File: src/rtl/ov7670_cfg_seq.sv
// OV7670 register-init sequencer: walks a ROM of {reg,data} words and issues SCCB writes.
// Optional OV7670_CFG_RETRY_EN retries a NACKed write up to three times before flagging an error.
module ov7670_cfg_seq #(
    parameter int         DEPTH        = 101,
    parameter int         LEN          = $clog2(DEPTH),
    parameter int         DELAY_CYCLES = 1000000,
    parameter logic [7:0] SCCB_ID      = 8'h42
) (
    input  logic           i_cfg_clk,
    input  logic           i_cfg_rstn,
    input  logic           i_cfg_start,
    output logic           o_cfg_rom_rden,
    output logic [LEN-1:0] o_cfg_rom_addr,
    input  logic [15:0]    i_cfg_rom_data,
    output logic           o_cfg_sccb_valid,
    input  logic           i_cfg_sccb_ready,
    output logic [7:0]     o_cfg_sccb_id,
    output logic [7:0]     o_cfg_sccb_reg,
    output logic [7:0]     o_cfg_sccb_data,
    input  logic           i_cfg_sccb_done,
    input  logic           i_cfg_sccb_nack,
    output logic           o_cfg_busy,
    output logic           o_cfg_done,
    output logic           o_cfg_err
);

    typedef enum logic [3:0] {
        IDLE, FETCH, ROMWAIT, DECODE, SEND, WAITDONE, DELAY, NEXT, FINISH
    } state_t;

    localparam logic [LEN-1:0] LAST_ADDR  = LEN'(DEPTH - 1);
    localparam logic [31:0]    DELAY_LAST = 32'(DELAY_CYCLES - 1);

    state_t         state, state_next;
    logic [LEN-1:0] addr;
    logic [7:0]     reg_q, data_q;
    logic [31:0]    delay_cnt;
    logic           err_q;
    logic           retry_ok;
    logic           is_last, delay_last;

`ifdef OV7670_CFG_RETRY_EN
    logic [1:0] retries;
    assign retry_ok = (retries != 2'd3);
`else
    assign retry_ok = 1'b0;
`endif

    assign is_last    = (addr == LAST_ADDR);
    assign delay_last = (delay_cnt == DELAY_LAST);

    always_comb begin
        state_next = state;
        case (state)
            IDLE:     if (i_cfg_start) state_next = FETCH;
            FETCH:    state_next = ROMWAIT;
            ROMWAIT:  state_next = DECODE;
            DECODE: begin
                if (i_cfg_rom_data == 16'hFFFF)      state_next = FINISH;
                else if (i_cfg_rom_data == 16'hFFF0) state_next = DELAY;
                else                                 state_next = SEND;
            end
            SEND:     if (i_cfg_sccb_ready) state_next = WAITDONE;
            WAITDONE: begin
                if (i_cfg_sccb_done)
                    state_next = (i_cfg_sccb_nack && retry_ok) ? SEND : NEXT;
            end
            DELAY:    if (delay_last) state_next = NEXT;
            NEXT:     state_next = is_last ? FINISH : FETCH;
            FINISH:   if (i_cfg_start) state_next = FETCH;
            default:  state_next = IDLE;
        endcase
    end

    always_ff @(posedge i_cfg_clk or negedge i_cfg_rstn) begin
        if (!i_cfg_rstn) state <= IDLE;
        else             state <= state_next;
    end

    always_ff @(posedge i_cfg_clk or negedge i_cfg_rstn) begin
        if (!i_cfg_rstn) begin
            addr      <= '0;
            reg_q     <= '0;
            data_q    <= '0;
            delay_cnt <= '0;
            err_q     <= 1'b0;
`ifdef OV7670_CFG_RETRY_EN
            retries   <= '0;
`endif
        end else begin
            case (state)
                IDLE, FINISH: begin
                    if (i_cfg_start) begin
                        addr  <= '0;
                        err_q <= 1'b0;
                    end
                end
                DECODE: begin
                    if (i_cfg_rom_data != 16'hFFFF && i_cfg_rom_data != 16'hFFF0) begin
                        reg_q  <= i_cfg_rom_data[15:8];
                        data_q <= i_cfg_rom_data[7:0];
`ifdef OV7670_CFG_RETRY_EN
                        retries <= '0;
`endif
                    end
                end
                WAITDONE: begin
                    if (i_cfg_sccb_done && i_cfg_sccb_nack) begin
`ifdef OV7670_CFG_RETRY_EN
                        if (retry_ok) retries <= retries + 2'd1;
                        else          err_q   <= 1'b1;
`else
                        err_q <= 1'b1;
`endif
                    end
                end
                DELAY:   delay_cnt <= delay_last ? '0 : delay_cnt + 32'd1;
                // The address parks on the final entry so it never wraps when DEPTH is a power of two.
                NEXT:    if (!is_last) addr <= addr + 1'b1;
                default: ;
            endcase
        end
    end

    assign o_cfg_rom_rden   = (state == FETCH);
    assign o_cfg_rom_addr   = addr;
    assign o_cfg_sccb_valid = (state == SEND);
    assign o_cfg_sccb_id    = SCCB_ID;
    assign o_cfg_sccb_reg   = reg_q;
    assign o_cfg_sccb_data  = data_q;
    assign o_cfg_busy       = (state != IDLE) && (state != FINISH);
    assign o_cfg_done       = (state == FINISH);
    assign o_cfg_err        = err_q;

endmodule

File: config.mk
export PLATFORM = sky130hd
export DESIGN_NAME = ov7670_cfg_seq
export DESIGN_NICKNAME = d
export VERILOG_FILES = /design/src/rtl/ov7670_cfg_seq.sv
export SDC_FILE = /design/constraint.sdc
export NUM_CORES = 1
export LEC_CHECK = 0
export BUFFER_PORTS_ARGS = -buffer_cell sky130_fd_sc_hd__buf_2
export CORE_ASPECT_RATIO = 1.5
export CORE_MARGIN = 5
export CORE_UTILIZATION = 39
export CTS_CLUSTER_DIAMETER = 150
export DETAILED_ROUTE_END_ITERATION = 10
export GPL_TIMING_DRIVEN = 0
export PLACE_DENSITY = 0.63
export SLEW_MARGIN = 20
export SYNTH_ARGS = -nofsm -noshare
export SYNTH_HDL_FRONTEND = slang
export SYNTH_SLANG_ARGS = --single-unit
File: constraint.sdc
create_clock -name i_cfg_clk -period 2.8 [get_ports i_cfg_clk]
set_input_delay 0.14 -clock i_cfg_clk [delete_from_list [all_inputs] [get_ports i_cfg_clk]]
set_output_delay 0.14 -clock i_cfg_clk [all_outputs]
set_load 0.005 [all_outputs]
==> summary.txt, run 1 <==
Drt
  – DRT Wirelength: 6510 µm
  – DRC: 0
  – DR WL/cell: 14.2 µm
  – Vias: 2327
  – Pre-Repair DR Iteration Count: 4
  – Post-DR vias/cell: 5.07
  – DRT antenna net count: 0
  – Iteration-0 DRC Markers: 94

STA
  – Min Clock Period, post-route: 2.01 ns
  – TNS Setup: 0 ns
  – Slew at the pin with the worst max-slew slack: 0.767 ns
  – Finish-stage setup viols: 0
  – Final Cycle Share: 71.7%
  – RSZ-0062 raised after global routing: false
  – Relative slew margins: 48.8%
  – Final Slew Violations: 0
  – Fmax: 498 MHz
  – Clock Skews: 0.00872 ns
  – Hold Violations, Final: 0

Worst setup path
  – Crit-path leading delay family: simple AND/OR/NAND/NOR gates
  – WP buf/inv: 0
  – Cells along the critical path: ha_1 > and4bb_1 > nand4_1 > nor4_2 > nor2_1
  – Critical path launch point type: flip-flop
  – R2R cell count: 5
  – R2r startpoint: delay_cnt[0]$_DFFE_PN0N_
  – R2r setup slk: 0.79 ns
  – Critical path type: flip-flop to flip-flop
  – CP endpoint kind: flip-flop
  – Arrival time at the worst endpoint: 2.19 ns
  – Critical-path top delay cell: nor4_2
  – Critical path required time: 2.98 ns
  – Crit path max fanout: 6
  – RR Endpoint: delay_cnt[19]$_DFFE_PN0N_
  – Max incr delay on CP: 0.69 ns

Power
  – Clock power share: 35.5%
  – Cell-internal power: 2.34 mW
  – Comb pwr share: 27.5%
  – Sw frac: 29.2%
  – PwrDens: 858 nW/µm²
  – VDD IR max: 0.557 mV
  – Psw: 0.965 mW
  – Seq pwr share: 37.0%
  – P_leak: 1.86 nW

Clock network
  – Clk_lat worst skew: 0.33 ns
  – CTS clk-pin slew, worst paths: 0.06 ns
  – Total CTS buffers: 9
  – # clock sinks: 60
  – Clock Path Buffers: 2
  – CTS tree: yes
  – Root Buffer: clkbuf_16
  – Max H-tree Level: 3
  – CTS resizes: 0

Logic synthesis
  – Post-synth EDFFs: 0
  – FFs w/ async S/R, synth: 100%
  – Post-synth top area cell: dfrtp_1
  – Top FF cell, synth: dfrtp_1
  – Mapped cell area: 3120 µm²
  – Yosys warns: 0
  – Post-Synthesis Mean Instance Area: 11.1 µm²
  – Synth area leaders: dfrtp_1 48%, xnor2_1 5.3%, mux2_4 4.8%, nand3_1 3.7%, xor2_1 3.4%
  – Synth Instances: 282
  – Seq cells post-synth: 60
  – Seq/Total Area, Yosys: 48.1%
  – Synth unique cells: 47
  – Yosys top cell area share: 48.1%

Placed design
  – Detail Placement HPWL: 4760 µm
  – Port-buffer cells: 49
  – Placed Cells: 442
  – Routability cong.: 0.814

Finish
  – Max FFs per register: 32
  – Layout cells sized above 1: 30.5%
  – Layout area overhead: 23.4%
  – Non-Filler Instances: 459
  – Ant diodes: 0
  – Fill count: 769
  – Multi-input gate area: 1500 µm²
  – Net count, final: 374
  – Register Area: 1500 µm²

Global route
  – GRT overflow: 0
  – First-pass GRT wire length: 11500 µm
  – Initial antenna violation count: 0
  – Vias in the first global route: 2472
  – GR Util All Layers: 14.3%
  – Largest net degree at the start of global routing: 61

Worst hold path
  – WHS Endpoint: o_cfg_sccb_reg[3]$_DFFE_PN0P_
  – Min-Delay Startpoint: i_cfg_rom_data[11]
  – Hold Path Class: primary input to flip-flop
  – Hold Crit Depth: 2

Flow run
  – Max cap viols: 0

Outcome
  – Status: finished, final reports clean

Floorplanning
  – Starting Density: 39.5%
  – Die area: 9930 µm²
  – Chip height: 120 µm
  – Core footprint: 7910 µm²
  – Top Ports: 58
  – DIE WIDTH: 83.0 µm
  – Row count: 40
-- worst max-delay path by stage --
stage                              from                        end  slack, ns  cells after the start
2_1_floorplan  delay_cnt[0]$_DFFE_PN0N_   delay_cnt[1]$_DFFE_PN0N_       1.04                      5
3_3_place_gp   delay_cnt[0]$_DFFE_PN0N_  delay_cnt[19]$_DFFE_PN0N_       0.76                      5
3_5_place_dp   delay_cnt[0]$_DFFE_PN0N_  delay_cnt[17]$_DFFE_PN0N_       0.77                      5
4_1_cts        delay_cnt[0]$_DFFE_PN0N_  delay_cnt[17]$_DFFE_PN0N_       0.77                      5
5_1_grt        delay_cnt[0]$_DFFE_PN0N_   delay_cnt[9]$_DFFE_PN0N_       0.63                      5
6_report       delay_cnt[0]$_DFFE_PN0N_  delay_cnt[19]$_DFFE_PN0N_       0.79                      5
-- power groups by stage --
stage | registers [mW] | clock network, mW | logic, mW
global placement | 1.23 | 0 | 0.902
CTS | 1.22 | 1.19 | 0.926
finish | 1.22 | 1.17 | 0.909
floorplan | 1.23 | 0 | 0.598
global route | 1.26 | 1.24 | 1.02
detailed placement | 1.23 | 0 | 0.922
-- layout by cell type, fill, tap and decap left out, types with 3 or more instances in the layout --
master,Yosys,layout
buf_2,6,54
clkbuf_16,0,9
nand3_1,23,23
mux2_2,7,7
and2_1,3,3
nand4_1,13,13
xnor2_1,19,19
dfrtp_1,60,60
o21ai_0,4,4
nand2_1,21,21
nor2_1,16,16
xor2_1,12,12
inv_1,7,7
and3_1,9,9
buf_4,9,10
conb_1,2,8
nor3_1,7,7
a21oi_1,7,7
nor4_1,5,5
or3_1,3,3
nor4_4,4,4
ha_1,3,3
mux2_4,10,10
-- logic make-up (layout without fill, tap and decap cells) --
group / count (synthesis) / in the layout / share of synthesized area [%]
XOR/XNOR: 31 / 31 / 8.70
buffers and inverters: 24 / 90 / 4.69
AO/OA/AOI/OAI: 23 / 23 / 4.89
multiplexers: 17 / 17 / 7.34
AND/OR/NAND/NOR: 122 / 122 / 24.8
adder cells (fa/ha/maj): 3 / 3 / 1.20
other: 2 / 8 / 0.241
flip-flops: 60 / 60 / 48.1
-- per-layer routing --
layer  GRT usage [%]  part of all wire, %
met1            15.6                   40
met2            25.4                   53
met3            4.05                  5.1
met4            6.24                  1.8
met5               0                    0
-- metrics by stage --
step / utilization, % / setup WS, ns / total power, mW / area [µm²] / hold slack, ns
2_1_floorplan: - / 1.04 / 1.82 / 3140 / -0.156
3_3_place_gp: 44.5 / 0.764 / 2.13 / 3520 / 0.385
3_5_place_dp: 44.5 / 0.769 / 2.16 / 3520 / 0.273
4_1_cts: 48.7 / 0.768 / 3.35 / 3850 / 0.0472
5_1_grt: 48.7 / 0.631 / 3.52 / 3850 / 0.0532
6_report: 48.7 / 0.792 / 3.30 / 3850 / 0.0534
-- cell type report --
class,count,share of cell area [%]
Inverter,7,0.682
Clock inverter,6,2.31
Tap cell,105,3.41
Clock buffer,10,5.95
Sequential cell,60,39.0
Timing Repair Buffer,50,6.69
Buffer,17,3.12
Multi-Input combinational cell,204,38.8
-- timing repair --
item | in CTS | in global routing
hold buffers | 1 | 0
hold endpoints to repair | 60 | 0
setup buffers | 0 | 0
-- synthesized netlist by cell type, drive strengths merged, types with 2 or more instances --
cell type and instances:
dfrtp 60, nand2 21, nor4b 2, nor2 16, and3 9, nand4 14
xor2 12, or4 2, xnor2 19, and4 2, nand2b 2, and2 3
nor3 7, nor4 10, conb 2, o221ai 2, nand3 24, o21ai 4
o31ai 2, and4bb 2, a21oi 8, inv 7, or3 3, mux2 17
buf 17, ha 3
No activity file was read; power rests on OpenSTA's default activity.
==> run 2: changes to the inputs <==
Settings changed: PLACE_DENSITY 0.63 to 0.66.
Clock period 2.8 ns to 1.62 ns, I/O delays scaled along.
==> run 2 against run 1 <==
Net effect: the flow now finishes with violations (negative setup slack); first-iteration DRC count is 38% higher; final cell count rose by 14%; combinational power rose to 2.6 times the previous value; largest cell class is now multi-input combinational cells.
==> summary.txt, run 2 (synthesis gave the netlist of run 1 again) <==
Worst setup path
  – Cells along the critical path: ha_4 > and4bb_1 > nand4_1 > nor3_2 > a21oi_1 > mux2_2
  – Critical-path top delay cell: dfrtp_1
  – CP endpoint kind: flip-flop
  – R2R cell count: 6 (+1)
  – Worst path depth: 6 (+1)
  – RR Endpoint: delay_cnt[0]$_DFFE_PN0N_
  – Crit-path leading delay family: simple AND/OR/NAND/NOR gates
  – Critical path required time: 1.83 ns (-1.15 ns)
  – WP buf/inv: 0 (unchanged)
  – R2r setup slk: -0.22 ns (-1.01 ns)
  – Crit path max fanout: 3 (-3)
  – Arrival time at the worst endpoint: 2.05 ns (-0.14 ns)
  – Critical path type: flip-flop to flip-flop
  – Critical path destination: delay_cnt[0]$_DFFE_PN0N_
  – Worst Setup SP: delay_cnt[1]$_DFFE_PN0N_
  – Critical path launch point type: flip-flop
  – R2r startpoint: delay_cnt[1]$_DFFE_PN0N_
  – Max incr delay on CP: 0.39 ns (-0.30 ns)

STA
  – Slew at the pin with the worst max-slew slack: 0.765 ns (-0.00226 ns)
  – Fmax: 544 MHz (+9.2%)
  – Relative slew margins: 49.0% (+0.15 points)
  – Setup slack after layout: -0.218 ns (-1.01 ns)
  – Final Cycle Share: 113% (+42 points)
  – TNS Setup: -2.26 ns (-2.26 ns)
  – Clock Skews: 0.00598 ns (-0.00274 ns)
  – RSZ-0062 raised after global routing: true
  – Min Clock Period, post-route: 1.84 ns (-0.170 ns)
  – Finish-stage setup viols: 34 (+34)
  – Final Slew Violations: 0 (unchanged)
  – Hold Violations, Final: 0 (unchanged)

Floorplanning
  – Top Ports: 58 (unchanged)
  – Die area: 9930 µm² (unchanged)
  – Starting Density: 39.5% (unchanged)
  – DIE WIDTH: 83.0 µm (unchanged)
  – Row count: 40 (unchanged)
  – Chip height: 120 µm (unchanged)
  – Core footprint: 7910 µm² (unchanged)

Drt
  – DRT antenna net count: 0 (unchanged)
  – Pre-Repair DR Iteration Count: 4 (unchanged)
  – DRT Wirelength: 8150 µm (+25%)
  – Metal3 WL: 285 µm (-14%)
  – DR WL/cell: 15.6 µm (+10%)
  – Vias: 2626 (+13%)
  – Met2 WL: 4510 µm (+31%)
  – Iteration-0 DRC Markers: 130 (+38%)
  – Post-DR vias/cell: 5.02 (-0.96%)
  – Met1 wire length: 3140 µm (+20%)
  – DR top layer: met4
  – DRC: 0 (unchanged)

Placed design
  – Placed Cells: 442 (unchanged)
  – Routability cong.: 0.767 (-5.8%)
  – Detail Placement HPWL: 4740 µm (-0.40%)
  – Port-buffer cells: 49 (unchanged)
  – Worst slack, placed: -0.358 ns (-1.13 ns)

Global route
  – GR Util All Layers: 15.4% (+1.1 points)
  – GRT overflow: 0 (unchanged)
  – First-pass GRT wire length: 12200 µm (+6.0%)
  – Largest net degree at the start of global routing: 61 (unchanged)
  – Vias in the first global route: 2614 (+5.7%)
  – Initial antenna violation count: 0 (unchanged)

Power
  – PwrDens: 1350 nW/µm² (+58%)
  – P_leak: 2.32 nW (+25%)
  – Total chip power: 6.45 mW (+95%)
  – VDD IR max: 1.34 mV (+140%)

Worst hold path
  – Hold Path Class: primary input to flip-flop
  – Hold Crit Depth: 2 (unchanged)
  – Min-Delay Startpoint: i_cfg_rom_data[12]

Finish
  – Non-Filler Instances: 523 (+14%)
  – Max FFs per register: 32 (unchanged)
  – Ant diodes: 0 (unchanged)
  – Register Area: 1510 µm² (+0.83%)
  – Util after Layout: 60.2% (+12 points)
  – Commonest non-fill, non-tap cell in the layout: buf_4
  – Layout cells sized above 1: 51.0% (+20 points)
  – Most frequent cells in the layout: 54 x buf_4, 50 x dfrtp_1, 48 x buf_2, 17 x xnor2_1
  – Layout area overhead: 52.6%
  – Multi-input gate area: 1800 µm² (+20%)
  – Net count, final: 438 (+17%)
  – Fill count: 651 (-15%)

Clock network
  – CTS tree: yes
  – Root Buffer: clkbuf_16
  – Total CTS buffers: 9 (unchanged)
  – # clock sinks: 60 (unchanged)
  – Clk_lat worst skew: 0.33 ns (about the same)
  – Clock Path Buffers: 2 (unchanged)
  – CTS clk-pin slew, worst paths: 0.05 ns (about the same)
  – Max H-tree Level: 3 (unchanged)

Outcome
  – Status: finished, violations left
  – Failing checks: negative setup slack

Flow run
  – Max cap viols: 0 (unchanged)
## run 2: cell count changes in the layout (fill, tap and decap cells not counted), sizes merged
cell and change:
buf +54, dlygate4sd3 +8, clkbuf +2, bufinv -1
clkinv +1
## run 2: where the power goes
group	internal, mW	switching, mW	leakage [nW]
combinational	1.36	1.02	1.40
sequential	1.86	0.289	0.776
clock	1.23	0.695	0.144
## run 2: how the worst min path moves through the flow
stage,end,slack [ns]
finish,o_cfg_sccb_reg[4]$_DFFE_PN0P_,0.006
global route,o_cfg_sccb_reg[4]$_DFFE_PN0P_,0.005
global placement,o_cfg_sccb_reg[7]$_DFFE_PN0P_,0.33
CTS,o_cfg_sccb_reg[4]$_DFFE_PN0P_,0.0008
floorplan,delay_cnt[0]$_DFFE_PN0N_,-0.21
detailed placement,delay_cnt[15]$_DFFE_PN0N_,0.21
## run 2: cell type report
class | count | area share [%]
multi-input combinational | 204 | 37.7
sequential | 60 | 31.8
timing repair buffer | 115 | 17.5
clock buffer | 10 | 5.02
buffer | 16 | 3.34
tap | 105 | 2.76
clock inverter | 6 | 1.34
inverter | 7 | 0.552
## run 2: stage by stage
step | hold WS [ns] | cell area, µm²
after global placement | 0.328 | 3530
final | 0.00597 | 4760
after CTS | 0.000765 | 4230
after detailed placement | 0.206 | 3530
after floorplan | -0.215 | 3150
after global routing | 0.00482 | 4760
## run 2: timing repair
item,CTS,global route
hold endpoints to repair,68,0
pin swaps,15,24
resized for setup,26,65
gates cloned,0,1
buffers inserted,23,33
hold buffers,9,0
setup endpoints to repair,46,46
## run 2: routing by layer
metal / vias to the layer above / GRT usage [%]
li1: 1262 / -
met1: 1283 / 17.2
met2: 63 / 26.0
met3: 18 / 3.37
met4: 0 / 10.3
met5: - / 0
## run 2: worst reg2reg max path, stage by stage (launching register included)
cell and delay [ns]:
dfrtp_1 0.39, ha_4 0.16, and4bb_1 0.21, nand4_1 0.18, nor3_2 0.36, a21oi_1 0.15, mux2_2 0.27
==> run 3: changes to the inputs <==
Settings changed: RECOVER_POWER from default to 100.
==> run 3 against run 2 <==
Net effect: the run still ends with negative setup slack left; worst setup slack worse by 0.0022 ns; final cell count is the same; non-clock buffer count did not move; count of clock-buffer cells in the layout did not move; via count rose by 0.23%; sequential share of layout area up 0.28 points; wire length decreased by 0.42%; first-iteration DRC count down 8.5%; clock skew about the same; clock power barely moved; combinational power down 5%.
==> summary.txt, run 3 (synthesis gave the netlist of run 1 again) <==
Clock network
  – Total CTS buffers: 9 (unchanged)
  – Max H-tree Level: 3 (unchanged)
  – Clk_lat worst skew: 0.33 ns (about the same)
  – # clock sinks: 60 (unchanged)
  – Clock Path Buffers: 2 (unchanged)
  – CTS tree: yes
  – CTS clk-pin slew, worst paths: 0.05 ns (about the same)
  – Root Buffer: clkbuf_16

Placed design
  – Routability cong.: 0.767 (unchanged)
  – Detail Placement HPWL: 4740 µm (unchanged)
  – Worst slack, placed: -0.358 ns (unchanged)
  – Port-buffer cells: 49 (unchanged)
  – DP Area: 3530 µm² (unchanged)
  – Placed Cells: 442 (unchanged)

Worst setup path
  – Crit-path leading delay family: simple AND/OR/NAND/NOR gates
  – R2R cell count: 6 (unchanged)
  – Critical-path top delay cell: dfrtp_1
  – Critical path required time: 1.83 ns (about the same)
  – WP buf/inv: 0 (unchanged)
  – RR Endpoint: delay_cnt[0]$_DFFE_PN0N_
  – Worst path depth: 6 (unchanged)
  – Cells along the critical path: ha_4 > and4bb_1 > nand4_1 > nor3_2 > a21oi_1 > mux2_2
  – Worst Setup SP: delay_cnt[1]$_DFFE_PN0N_
  – Critical path type: flip-flop to flip-flop
  – Crit path max fanout: 3 (unchanged)
  – R2r setup slk: -0.22 ns (about the same)
  – R2r startpoint: delay_cnt[1]$_DFFE_PN0N_
  – Critical path launch point type: flip-flop
  – Arrival time at the worst endpoint: 2.05 ns (about the same)
  – Max incr delay on CP: 0.39 ns (about the same)
  – Critical path destination: delay_cnt[0]$_DFFE_PN0N_
  – CP endpoint kind: flip-flop

Floorplanning
  – Starting Density: 39.5% (unchanged)
  – Die area: 9930 µm² (unchanged)
  – Row count: 40 (unchanged)
  – Core footprint: 7910 µm² (unchanged)
  – DIE WIDTH: 83.0 µm (unchanged)
  – Top Ports: 58 (unchanged)
  – Chip height: 120 µm (unchanged)

STA
  – Finish-stage setup viols: 34 (unchanged)
  – Clock Skews: 0.00563 ns (-0.000351 ns)
  – TNS Setup: -2.51 ns (-0.247 ns)
  – Min Clock Period, post-route: 1.84 ns (+0.00220 ns)
  – Final Slew Violations: 0 (unchanged)
  – Hold Violations, Final: 0 (unchanged)
  – Fmax: 543 MHz (-0.12%)
  – Final Cycle Share: 114% (+0.14 points)
  – Setup slack after layout: -0.220 ns (-0.00220 ns)
  – Relative slew margins: 44.4% (-4.6 points)
  – RSZ-0062 raised after global routing: true
  – Smallest hold slack: 0.00652 ns (+0.000555 ns)
  – Slew at the pin with the worst max-slew slack: 0.833 ns (+0.0683 ns)

Global route
  – Largest net degree at the start of global routing: 61 (unchanged)
  – Initial antenna violation count: 0 (unchanged)
  – GR Util All Layers: 15.4% (unchanged)
  – First-pass GRT wire length: 12200 µm (unchanged)
  – GRT overflow: 0 (unchanged)
  – Vias in the first global route: 2614 (unchanged)

Finish
  – Layout cells sized above 1: 47.1% (-3.8 points)
  – Max FFs per register: 32 (unchanged)
  – Net count, final: 438 (unchanged)
  – Most frequent cells in the layout: 50 x dfrtp_1, 49 x buf_4, 34 x buf_2, 17 x xnor2_1, 16 x buf_6
  – Util after Layout: 59.7% (-0.52 points)
  – Commonest non-fill, non-tap cell in the layout: dfrtp_1
  – Non-Filler Instances: 523 (unchanged)
  – Layout area overhead: 51.3%
  – Post-route cell area: 4720 µm² (-0.87%)
  – Ant diodes: 0 (unchanged)

Drt
  – Iteration-0 DRC Markers: 119 (-8.5%)
  – Pre-Repair DR Iteration Count: 4 (unchanged)
  – DRT Wirelength: 8120 µm (-0.42%)
  – DRT antenna net count: 0 (unchanged)
  – DRC: 0 (unchanged)
  – Post-DR vias/cell: 5.03 (+0.23%)
  – DR WL/cell: 15.5 µm (-0.42%)
  – Vias: 2632 (+0.23%)

Outcome
  – Status: finished, violations left
  – Failing checks: negative setup slack

Flow run
  – Max cap viols: 0 (unchanged)

Power
  – Total chip power: 6.33 mW (-1.7%)
  – VDD IR max: 1.31 mV (-2.2%)
  – P_leak: 2.27 nW (-2.3%)
  – PwrDens: 1340 nW/µm² (-0.85%)

Worst hold path
  – Hold Path Class: primary input to flip-flop
==> run 3: routing by layer <==
metal,GRT usage [%],vias to the layer above,routed length (µm)
met3,3.37,18,247
met1,17.2,1294,3120
met2,26.0,57,4510
li1,-,1263,-
met5,0,-,0
met4,10.3,0,233
==> run 3: worst min-delay path by stage <==
stage                        from                            end  slack (ns)  depth (start not counted)
5_1_grt        i_cfg_rom_data[12]  o_cfg_sccb_reg[4]$_DFFE_PN0P_       0.005                          2
4_1_cts        i_cfg_rom_data[12]  o_cfg_sccb_reg[4]$_DFFE_PN0P_      0.0008                          2
2_1_floorplan          i_cfg_rstn       delay_cnt[0]$_DFFE_PN0N_       -0.21                          0
6_report       i_cfg_rom_data[12]  o_cfg_sccb_reg[4]$_DFFE_PN0P_       0.007                          2
3_3_place_gp   i_cfg_rom_data[15]  o_cfg_sccb_reg[7]$_DFFE_PN0P_        0.33                          2
3_5_place_dp           i_cfg_rstn      delay_cnt[15]$_DFFE_PN0N_        0.21                          1
==> run 3: worst reg2reg max path: stages, from the launching register on <==
cell and delay, ns:
dfrtp_1 0.39, ha_4 0.16, and4bb_1 0.21, nand4_1 0.18, nor3_2 0.36, a21oi_1 0.15
mux2_2 0.27
==> run 3: what timing repair did <==
action | in CTS | in global routing
setup endpoints to repair | 46 | 46
gates resized for setup | 26 | 65
endpoints found under the hold margin | 68 | 0
hold buffers | 9 | 0
cloned | 0 | 1
setup buffers | 23 | 33
pin swaps | 15 | 24
==> run 3: where the power goes <==
part | internal, mW | total [mW] | leakage [nW] | switching, mW
Sequential | 1.86 | 2.15 | 0.776 | 0.295
Clock | 1.23 | 1.92 | 0.144 | 0.692
Combinational | 1.27 | 2.26 | 1.35 | 0.991
Total | 4.36 | 6.33 | 2.27 | 1.98
==> run 3: area by class of cell <==
type,instances,area [µm²]
fillers,662,3190
inverters,7,26.3
multi-input cells,204,1790
clock buffers,10,239
repair buffers,115,801
plain buffers,16,159
well taps,105,131
flip-flops and latches,60,1510
clock inverters,6,63.8
